--- src/rtl/pwm_pkg.sv ---
// -----------------------------------------------------------------------------
// pwm_pkg -- shared definitions for the PWM generator slice.
//   PWM_WIDTH_DEF : default counter/duty width in bits
//   pwm_state_e   : duty-update handshake FSM encoding (IDLE=0, PENDING=1)
// -----------------------------------------------------------------------------
package pwm_pkg;

    localparam int PWM_WIDTH_DEF = 8;

    typedef enum logic {
        IDLE    = 1'b0,
        PENDING = 1'b1
    } pwm_state_e;

endpackage

--- src/rtl/edge_det.sv ---
// -----------------------------------------------------------------------------
// edge_det -- two-flop synchronizer followed by a registered rising-edge
// detector. One-clock pulse on rise three clocks after d goes high.
// Ports:
//   clk  : system clock (rising edge)
//   rst  : asynchronous active-high reset
//   d    : asynchronous level input (e.g. divider clk_out)
//   rise : one-clk pulse per rising edge of d
// Only instantiated by pwm_gen when PWM_GEN_EDGE_DETECT_EN is defined.
// -----------------------------------------------------------------------------
module edge_det (
    input  logic clk,
    input  logic rst,
    input  logic d,
    output logic rise
);

    logic sync1_r;
    logic sync2_r;
    logic prev_r;

    // Synchronize d into the clk domain and register its rising edge
    always_ff @(posedge clk or posedge rst) begin
        if (rst) begin
            sync1_r <= 1'b0;
            sync2_r <= 1'b0;
            prev_r  <= 1'b0;
            rise    <= 1'b0;
        end else begin
            sync1_r <= d;
            sync2_r <= sync1_r;
            prev_r  <= sync2_r;
            rise    <= sync2_r & ~prev_r;
        end
    end

endmodule

--- src/rtl/pwm_gen.sv ---
// -----------------------------------------------------------------------------
// pwm_gen -- counter-compare PWM generator with a glitch-free, handshaked
// duty update. A new duty value is parked in a shadow register and only
// becomes active at the next period wrap, so a period never mixes two duties.
//
// Parameters:
//   WIDTH       : counter and duty width; period is 2^WIDTH strobes
// Ports:
//   clk         : system clock (rising edge)
//   rst         : asynchronous active-high reset
//   tick_in     : advance strobe, or divider clk_out level when
//                 PWM_GEN_EDGE_DETECT_EN is defined
//   duty_in     : requested duty value
//   duty_valid  : duty_in valid
//   duty_ready  : block can accept a duty value
//   pwm_out     : registered PWM waveform (cnt < duty_cur)
//   period_done : one-clk pulse after each period wrap
//
// Build option:
//   PWM_GEN_EDGE_DETECT_EN : tick_in is a level; the strobe is derived by
//                            synchronizing it and detecting rising edges.
// -----------------------------------------------------------------------------
module pwm_gen
    import pwm_pkg::*;
#(
    parameter int WIDTH = PWM_WIDTH_DEF
) (
    input  logic             clk,
    input  logic             rst,
    input  logic             tick_in,
    input  logic [WIDTH-1:0] duty_in,
    input  logic             duty_valid,
    output logic             duty_ready,
    output logic             pwm_out,
    output logic             period_done
);

    localparam logic [WIDTH-1:0] CNT_ONE  = {{(WIDTH-1){1'b0}}, 1'b1};
    localparam logic [WIDTH-1:0] CNT_LAST = {WIDTH{1'b1}};
    localparam logic [WIDTH-1:0] CNT_ZERO = {WIDTH{1'b0}};

    logic             strobe_s;
    logic             wrap_s;
    logic [WIDTH-1:0] cnt_r;
    logic [WIDTH-1:0] duty_cur_r;
    logic [WIDTH-1:0] shadow_r;
    pwm_state_e       state_r;

`ifdef PWM_GEN_EDGE_DETECT_EN
    edge_det u_edge_det (
        .clk  (clk),
        .rst  (rst),
        .d    (tick_in),
        .rise (strobe_s)
    );
`else
    assign strobe_s = tick_in;
`endif

    // A wrap is the strobe that takes the counter from all-ones back to zero
    assign wrap_s = strobe_s && (cnt_r == CNT_LAST);

    // Period counter, duty handshake FSM and all registered outputs
    always_ff @(posedge clk or posedge rst) begin
        if (rst) begin
            cnt_r       <= CNT_ZERO;
            duty_cur_r  <= CNT_ZERO;
            shadow_r    <= CNT_ZERO;
            state_r     <= IDLE;
            pwm_out     <= 1'b0;
            period_done <= 1'b0;
            duty_ready  <= 1'b1;
        end else begin
            if (strobe_s) begin
                cnt_r <= cnt_r + CNT_ONE;
            end else begin
                cnt_r <= cnt_r;
            end

            pwm_out     <= (cnt_r < duty_cur_r);
            period_done <= wrap_s;

            case (state_r)
                IDLE: begin
                    // A transfer coinciding with a wrap only loads the shadow;
                    // it is applied at the following wrap.
                    if (duty_valid) begin
                        shadow_r   <= duty_in;
                        state_r    <= PENDING;
                        duty_ready <= 1'b0;
                    end else begin
                        state_r    <= IDLE;
                        duty_ready <= 1'b1;
                    end
                end
                PENDING: begin
                    // duty_valid is ignored here; the shadow is held until wrap
                    if (wrap_s) begin
                        duty_cur_r <= shadow_r;
                        state_r    <= IDLE;
                        duty_ready <= 1'b1;
                    end else begin
                        state_r    <= PENDING;
                        duty_ready <= 1'b0;
                    end
                end
                default: begin
                    state_r    <= IDLE;
                    duty_ready <= 1'b1;
                end
            endcase
        end
    end

endmodule

--- config.mk ---
export PLATFORM = sky130hd
export DESIGN_NAME = pwm_gen
export DESIGN_NICKNAME = d
export VERILOG_FILES = /design/src/rtl/pwm_pkg.sv /design/src/rtl/edge_det.sv /design/src/rtl/pwm_gen.sv
export SDC_FILE = /design/constraint.sdc
export NUM_CORES = 1
export LEC_CHECK = 0
export ABC_AREA = 0
export ABC_CLOCK_PERIOD_IN_PS = 3400
export BUFFER_PORTS_ARGS = -buffer_cell sky130_fd_sc_hd__buf_4
export CAP_MARGIN = 15
export CORE_MARGIN = 5
export CORE_UTILIZATION = 60
export DETAILED_ROUTE_END_ITERATION = 12
export PLACE_DENSITY = 0.82
export SETUP_SLACK_MARGIN = 0.3
export SLEW_MARGIN = 10
export SYNTH_ARGS = -nofsm -noshare
export SYNTH_HDL_FRONTEND = slang
export SYNTH_SLANG_ARGS = --single-unit
--- constraint.sdc ---
create_clock -name clk -period 3.4 [get_ports clk]
set_clock_uncertainty 0.15 [all_clocks]
set_input_delay 0.17 -clock clk [delete_from_list [all_inputs] [get_ports clk]]
set_output_delay 0.17 -clock clk [all_outputs]
set_load 0.05 [all_outputs]
==> results of run 1 <==
==> final timing paths <==
kind / start / endpoint / slack [ps] / depth (start not counted)
setup / recovery: cnt_r[0] / duty_cur_r[5] / 1580 / 5
hold / removal: shadow_r[7] / duty_cur_r[7] / 370 / 1
setup reg to reg: cnt_r[0] / duty_cur_r[5] / 1580 / 5
hold reg to reg: shadow_r[7] / duty_cur_r[7] / 370 / 1
max in group asynchronous: rst / cnt_r[5] / 2020 / 3
min in group asynchronous: rst / shadow_r[2] / 480 / 3
==> metrics by stage <==
step	utilization [%]	std cells	hold slack (ps)	setup WS, ps	total power, mW
3_3_place_gp	70.63	133	207.3	1704	0.6844
5_1_grt	77.44	148	392.0	1492	0.9020
6_report	77.44	148	372.1	1584	0.8367
4_1_cts	77.44	148	373.8	1570	0.8471
3_5_place_dp	70.63	133	211.9	1614	0.7003
2_1_floorplan	-	93	83.05	1789	0.6318
==> worst max-delay path, delay by kind of cell, from the launching register on <==
kind / cells / cell delay (ps)
muxes: 1 / 330
and+or+nand+nor: 3 / 530
DFF: 1 / 470
adders and majority gates: 1 / 240
==> flip-flops by register name, indices dropped and copies added (netlist names) <==
register,flops
period_done,1
pwm_out,1
duty_cur_r,8
duty_ready,1
cnt_r,8
state_r,1
shadow_r,8
==> synthesized netlist by cell type <==
cell	instances
a41oi_1	1
a211oi_1	1
a21oi_1	1
nand4_1	3
nand2_1	3
ha_1	8
mux2_2	9
dfstp_2	1
mux2_4	8
nand4_2	1
dfrtp_1	27
o21a_1	1
xor2_1	1
nor3_4	1
nand2_4	1
o211ai_1	1
nand3_1	1
xnor2_1	6
o21ai_0	2
inv_1	9
nor2b_1	1
nor2_1	2
clkbuf_1	1
nand2b_1	1
a21o_1	2
==> power by group through the flow <==
stage,sequential (mW),clock (mW),combinational [mW]
finish,0.462,0.138,0.236
CTS,0.461,0.143,0.243
floorplan,0.468,0,0.164
detailed placement,0.468,0,0.232
global route,0.472,0.159,0.270
global placement,0.464,0,0.220
==> cell type report <==
type / instances / area (um2) / area share (%)
clock buffer: 4 / 26.28 / 1.695
timing repair buffer: 25 / 215.2 / 13.88
sequential: 28 / 701.9 / 45.28
multi-input combinational: 55 / 539.3 / 34.79
tap: 27 / 33.78 / 2.179
inverter: 9 / 33.78 / 2.179
==> metal layers <==
metal | part of all wire (%) | wire length [um] | up-vias
met4 | 0.47 | 10 | 0
met2 | 55 | 1164 | 9
met5 | 0 | 0 | -
met3 | 2.9 | 61 | 2
li1 | - | - | 378
met1 | 42 | 881 | 379
==> cells by family (layout without fill, tap and decap cells) <==
logic type,Yosys count,after routing,synth area share [%]
DFF,28,28,54.89
buffers and inverters,10,38,2.935
adders and majority gates,8,8,7.828
xor gates and xnor gates,7,7,4.795
and+or+nand+nor,14,14,7.437
AOI/OAI and AO/OA,9,9,4.795
muxes,17,17,17.32
==> impl_metrics.yaml, run 1 <==
run_status:
  status: "finished, final reports clean"
power_and_ir_drop:
  pwr-share-comb_pct: 28.3
  p_per_area_nw_per_um2: 539.8
  switching_share_pct: 32.33
  power.share.clock_pct: 16.5
  intPower_uw: 566.3
  netSwitchingPower_uw: 270.5
  pwr-share-seq_pct: 55.2
  leakage_nw: 0.7259
  ir_drop_v: 0.0003695
worst_setup_path:
  slowest_stage: "dfrtp_1"
  cpPeakStageDelay_ps: 470
  worstPathRequired_ps: 3470
  critPathCaptureType: "register"
  path_cells: "ha_1 -> nand3_1 -> nor3_4 -> nand2_4 -> mux2_4"
  cp-start-kind: "register"
  crit_fanout: 10
  arrival_ps: 1890
  crit_type: "register to register"
clocking:
  cts_max_level: 1
  cts_tree: "yes"
  ctsResizeCount: 0
  cts.sinks: 28
  cts-root-buf: "clkbuf_4"
  post-cts-setup-buffer-count: 0
  ctsLongestPathBuffers: 2
  numCtsBuffers: 3
  insertion_delay_ps: 320
  clk_pin_slew_ps: 140
  postCtsHoldBufs: 11
floorplanning:
  die_h_um: 56.17
  initial_core_util_pct: 63.87
  io_pins: 15
  rows: 16
  die_w_um: 56.17
  dieArea_um2: 3155
  coreArea_um2: 2002
global_route:
  top_usage_layer: "met2"
  met2_usage_pct: 26.04
  grt_pass1_vias: 805
  grt_util_met1_pct: 18.99
  antenna_found_initial: 0
  grt_pass1_wl_um: 3691
  gr-usage-met3_pct: 2.320
  grtUsageTotal_pct: 15.18
  grt_overflow: 0
  grt_max_degree: 29
layout:
  diodes: 0
  fin_area_um2: 1550
  num-nets-final: 142
  final_cell_mix: "dfrtp_1 (27), buf_4 (14), dlygate4sd3_1 (11)"
  fillerInstances: 130
  layout_commonest_cell: "dfrtp_1"
  areaGrowthSynthToFinish_pct: 21.23
  drive_above_1_share_pct: 31.40
route:
  post-route-drc-count: 0
  routed_wl_um: 2117
  ant_nets: 0
  first_pass_iters: 3
  first_iter_violations: 3
  wl_per_cell_um: 14.30
  vias_per_cell: 5.189
  via_count: 768
placement:
  dp_hpwl_um: 1559
  numPortBuffers: 14
  placed_cell_area_um2: 1414
  gp_congestion: 0.7348
synth:
  synth_cell_types: 25
  synth_top_cell_area_share_pct: 52.84
  synth_fp_nets: 113
  ys_seq_area_share_pct: 54.89
  syn_area_um2: 1279
  yosys_warnings: 0
  synth_top_area_cell: "dfrtp_1"
  synth_cells: 93
  syn_avg_cell_area_um2: 13.75
  synth-seq-cells: 28
  yosys-top-cells-area: "dfrtp_1 (53%), mux2_4 (9.4%), mux2_2 (7.9%), ha_1 (7.8%), xnor2_1 (4.1%)"
sta:
  fmax_mhz: 550.7
  finalHoldViolCount: 0
  tightest_slew_ps: 1003
  fin_setup_tns_ps: 0
  fin_crit_sh_pct: 53.41
  slew_headroom_pct: 33.07
  min_period_ps: 1816
  rsz0062_at_grt: "no"
  report.final.slew_viol_count: 0
  setup_viol: 0
hold_path:
  hp-class: "register to register"
run:
  max_cap_viol_count: 0
Note: power is estimated with default switching activity, not from simulation.
==> inputs of run 2 (changes only) <==
ABC_CLOCK_PERIOD_IN_PS = 1900   (was 3400)
CORE_UTILIZATION = 56   (was 60)
PLACE_DENSITY = 0.77   (was 0.82)
clock period = 1.9 ns   (was 3.4 ns; I/O delays follow)
==> impl_metrics.yaml, run 2 (synthesis gave the netlist of run 1 again) <==
run_status:
  status: "finished, final reports clean"
floorplanning:
  die_h_um: 57.79
  dieArea_um2: 3339
  rows: 17
  io_pins: 15
  coreArea_um2: 2191
  die_w_um: 57.79
  initial_core_util_pct: 58.37
sta:
  rsz0062_at_grt: "yes"
  report.final.slew_viol_count: 0
  setup_ws_ps: 272.8
  tightest_slew_ps: 339.8
  slew_headroom_pct: 77.35
  finalHoldViolCount: 0
  setup_viol: 0
  fmax_mhz: 614.6
  min_period_ps: 1627
  fin_setup_tns_ps: 0
  fin_crit_sh_pct: 85.64
  hold_ws_ps: 221.8
layout:
  final_cell_mix: "dfrtp_1 (25), buf_4 (25), dlygate4sd3_1 (11)"
  layout.cells.non_filler: 161
  areaGrowthSynthToFinish_pct: 33.46
  drive_above_1_share_pct: 44.36
  diodes: 0
  num-nets-final: 154
  largestRegisters: "cnt_r (8), duty_cur_r (8), shadow_r (8)"
worst_setup_path:
  worstPathRequired_ps: 1970
  arrival_ps: 1690
  slowest_stage: "dfrtp_2"
  path_cells: "nand4_2 -> nor3_4 -> nand2_2 -> mux2_4"
  crit_type: "register to register"
  critPathCaptureType: "register"
  cp-start-kind: "register"
  crit_fanout: 5
  cpPeakStageDelay_ps: 450
power_and_ir_drop:
  intPower_mw: 1.205
  ir_drop_v: 0.0006273
  leakage_nw: 0.7894
  netSwitchingPower_uw: 586.5
  power.share.clock_pct: 15.8
  pwr-share-seq_pct: 46.3
  pwr-share-comb_pct: 37.9
  switching_share_pct: 32.74
  p_per_area_nw_per_um2: 1050
global_route:
  grt_pass1_wl_um: 3960
  grt_pass1_vias: 902
  grt_overflow: 0
  grtUsageTotal_pct: 15.33
  antenna_found_initial: 0
  grt_max_degree: 29
hold_path:
  hp-class: "input pin to async pin"
route:
  post-route-drc-count: 0
  ant_nets: 0
  routed_wl_um: 2283
  vias_per_cell: 5.211
  first_pass_iters: 4
  wl_per_cell_um: 14.18
  via_count: 839
  first_iter_violations: 19
clocking:
  cts_max_level: 1
  cts_tree: "yes"
  insertion_delay_ps: 310
  ctsLongestPathBuffers: 2
  cts.sinks: 28
  cts-root-buf: "clkbuf_4"
  clk_pin_slew_ps: 150
  numCtsBuffers: 3
placement:
  gp_congestion: 0.7318
  numPortBuffers: 14
  dp.cells: 136
  place_ws_ps: 143.1
  dp_hpwl_um: 1518
run:
  max_cap_viol_count: 0
run 2: cell types whose count changed in the layout (fill, tap and decap cells not counted), sizes merged:
cell / change
buf: +11
nand2: +1
run 2: final timing paths:
| check | endpoint | startpoint | slack, ps | cells past startpoint |
|---|---|---|---|---|
| setup reg to reg | duty_cur_r[5] | cnt_r[2] | 270 | 4 |
| min in group clk | duty_ready | duty_valid | 340 | 3 |
| setup / recovery | duty_cur_r[5] | cnt_r[2] | 270 | 4 |
| hold reg to reg | duty_cur_r[6] | shadow_r[6] | 370 | 1 |
| hold / removal | shadow_r[7] | rst | 220 | 4 |
| max in group asynchronous | duty_ready | rst | 1080 | 4 |
run 2: cell type report:
type | instances | area (um2)
clock buffers | 4 | 36.28
fillers | 119 | 484.2
inverters | 9 | 33.78
multi-input cells | 56 | 599.3
flip-flops and latches | 28 | 704.4
well taps | 28 | 35.03
repair buffers | 36 | 297.8
run 2: what timing repair did:
item                                    CTS  global route
endpoints found under the setup margin    9             9
hold buffers                             11             0
buffers inserted                          5             4
pin swaps                                 7             6
endpoints found under the hold margin    43             0
gates cloned                              1             0
gates resized for setup                   7             2
run 2: metrics by stage:
step	instance area (um2)	utilization [%]	total power, mW
after global placement	1438	65.62	1.238
after floorplan	1286	-	1.139
final	1707	77.90	1.791
after global routing	1707	77.90	1.926
after detailed placement	1438	65.62	1.267
after CTS	1663	75.90	1.703
run 2: per-layer routing:
layer	part of all wire, %	GRT usage [%]	wire, um	vias to the layer above
li1	-	-	-	402
met1	43	18.30	985	418
met2	52	26.29	1182	15
met3	3.2	2.895	74	4
met4	1.8	7.616	40	0
met5	0	0	0	-
run 2: power by group through the flow:
stage          registers (mW)  logic, mW  clock network [mW]
2_1_floorplan           0.840      0.298                   0
3_3_place_gp            0.837      0.401                   0
3_5_place_dp            0.842      0.425                   0
4_1_cts                 0.832      0.584               0.288
5_1_grt                 0.845      0.759               0.322
6_report                0.830      0.679               0.282
run 2: worst max-delay path: cells and delay by family (launching register included):
kind | cells | cell delay [ps]
AND/OR/NAND/NOR | 3 | 610
flip-flops | 1 | 450
multiplexers | 1 | 310
==> inputs of run 3 (changes only) <==
ABC_CLOCK_PERIOD_IN_PS = 1800   (was 1900)
clock period = 1.8 ns   (was 1.9 ns; I/O delays follow)
==> impl_metrics.yaml, run 3 (synthesis gave the netlist of run 1 again) <==
sta:
  hold_ws_ps: -166.3
  fmax_mhz: 618.3
  fin_setup_tns_ps: 0
  tightest_slew_ps: 344.1
  slew_headroom_pct: 77.06
  setup_ws_ps: 182.7
  setup_viol: 0
  report.final.slew_viol_count: 0
  rsz0062_at_grt: "yes"
  finalHoldViolCount: 6
  fin_crit_sh_pct: 89.85
  min_period_ps: 1617
route:
  first_iter_violations: 3
  vias_per_cell: 5.038
  routed_wl_um: 2295
  via_count: 806
  post-route-drc-count: 0
  first_pass_iters: 3
  wl_per_cell_um: 14.34
  ant_nets: 0
clocking:
  insertion_delay_ps: 340
  cts_tree: "yes"
  cts_max_level: 1
  cts-root-buf: "clkbuf_4"
  postCtsHoldBufs: 10
  clk_pin_slew_ps: 150
  numCtsBuffers: 3
  cts.sinks: 28
  ctsLongestPathBuffers: 2
floorplanning:
  die_h_um: 57.79
  die_w_um: 57.79
  io_pins: 15
  dieArea_um2: 3339
  coreArea_um2: 2191
  initial_core_util_pct: 58.37
  rows: 17
worst_setup_path:
  arrival_ps: 1700
  cp-start-kind: "register"
  crit_type: "register to register"
  worstPathRequired_ps: 1880
  timing.rr.end: "duty_cur_r[5]"
  path_cells: "ha_4 -> nand3_4 -> nor3_4 -> nand2_4 -> mux2_4"
  slowest_stage: "dfrtp_1"
  cpPeakStageDelay_ps: 430
  crit_fanout: 5
  regToRegSetupSlack_ps: 180
  r2r-start: "cnt_r[1]"
  reg2reg_depth: 5
  critPathCaptureType: "register"
layout:
  largestRegisters: "cnt_r (8), duty_cur_r (8), shadow_r (8)"
  final_cell_mix: "buf_4 (24), dfrtp_1 (23), dlygate4sd3_1 (10)"
  final_core_util_pct: 77.96
  layout_commonest_cell: "buf_4"
  layout.cells.non_filler: 160
  drive_above_1_share_pct: 45.45
  fillerInstances: 134
  diodes: 0
  final-seq-area_um2: 706.9
  fin_area_um2: 1708
  multiInputGateArea_um2: 604.3
  num-nets-final: 153
  areaGrowthSynthToFinish_pct: 33.56
global_route:
  grt_max_degree: 29
  grtUsageTotal_pct: 16.16
  grt_pass1_vias: 898
  grt_pass1_wl_um: 4036
  grt_overflow: 0
  antenna_found_initial: 0
run_status:
  violations: "hold timing"
  status: "finished, violations left"
hold_path:
  min_to: "cnt_r[0]"
  holdPathStages: 2
  hp-class: "input pin to register"
  min-delay-start: "tick_in"
power_and_ir_drop:
  leakage_nw: 0.7822
  ir_drop_v: 0.0007688
  p_total_mw: 1.905
  p_per_area_nw_per_um2: 1115
placement:
  place_ws_ps: 114.0
  placed_cell_area_um2: 1445
  numPortBuffers: 14
  dp_hpwl_um: 1474
  dp.cells: 137
  gp_congestion: 0.7483
run:
  max_cap_viol_count: 0
## run 3: metal layers
layer | global-route usage, % | vias up | part of all wire (%)
met3 | 2.673 | 7 | 3.4
met2 | 27.26 | 14 | 51
met4 | 10.60 | 0 | 3.1
li1 | - | 399 | -
met1 | 18.81 | 386 | 42
met5 | 0 | - | 0
## run 3: worst max path at each step
| stage | from | endpoint | slack [ps] |
|---|---|---|---|
| finish | cnt_r[1] | duty_cur_r[5] | 180 |
| global route | cnt_r[0] | duty_cur_r[1] | 120 |
| CTS | cnt_r[0] | duty_cur_r[2] | 180 |
| detailed placement | cnt_r[1] | duty_cur_r[4] | 110 |
| global placement | cnt_r[1] | duty_cur_r[2] | 160 |
| floorplan | cnt_r[0] | duty_cur_r[0] | 210 |
## run 3: power by group
| group | switching, mW | total (mW) | internal, mW | leakage (nW) |
|---|---|---|---|---|
| logic | 0.312 | 0.720 | 0.408 | 0.412 |
| registers | 0.126 | 0.875 | 0.749 | 0.349 |
| clock network | 0.185 | 0.309 | 0.124 | 0.0210 |
| total | 0.623 | 1.90 | 1.28 | 0.782 |
## run 3: critical path: cells and delay by family, from the launching register on
family | cells | cell delay [ps]
simple gates | 3 | 450
flops | 1 | 430
mux | 1 | 310
fa+ha+maj | 1 | 170
## run 3: area by class of cell
class | instances | share of cell area (%)
Timing Repair Buffer | 35 | 17.07
Multi-Input combinational cell | 56 | 35.38
Inverter | 9 | 1.978
Sequential cell | 28 | 41.39
Clock buffer | 4 | 2.125
Tap cell | 28 | 2.051
## run 3: what timing repair did
| item | CTS | global route |
|---|---|---|
| hold endpoints to repair | 44 | 6 |
| resized for setup | 9 | 4 |
| buffers inserted | 6 | 2 |
| pin swaps | 2 | 0 |
| setup endpoints to repair | 10 | 16 |
| gates cloned | 1 | 0 |
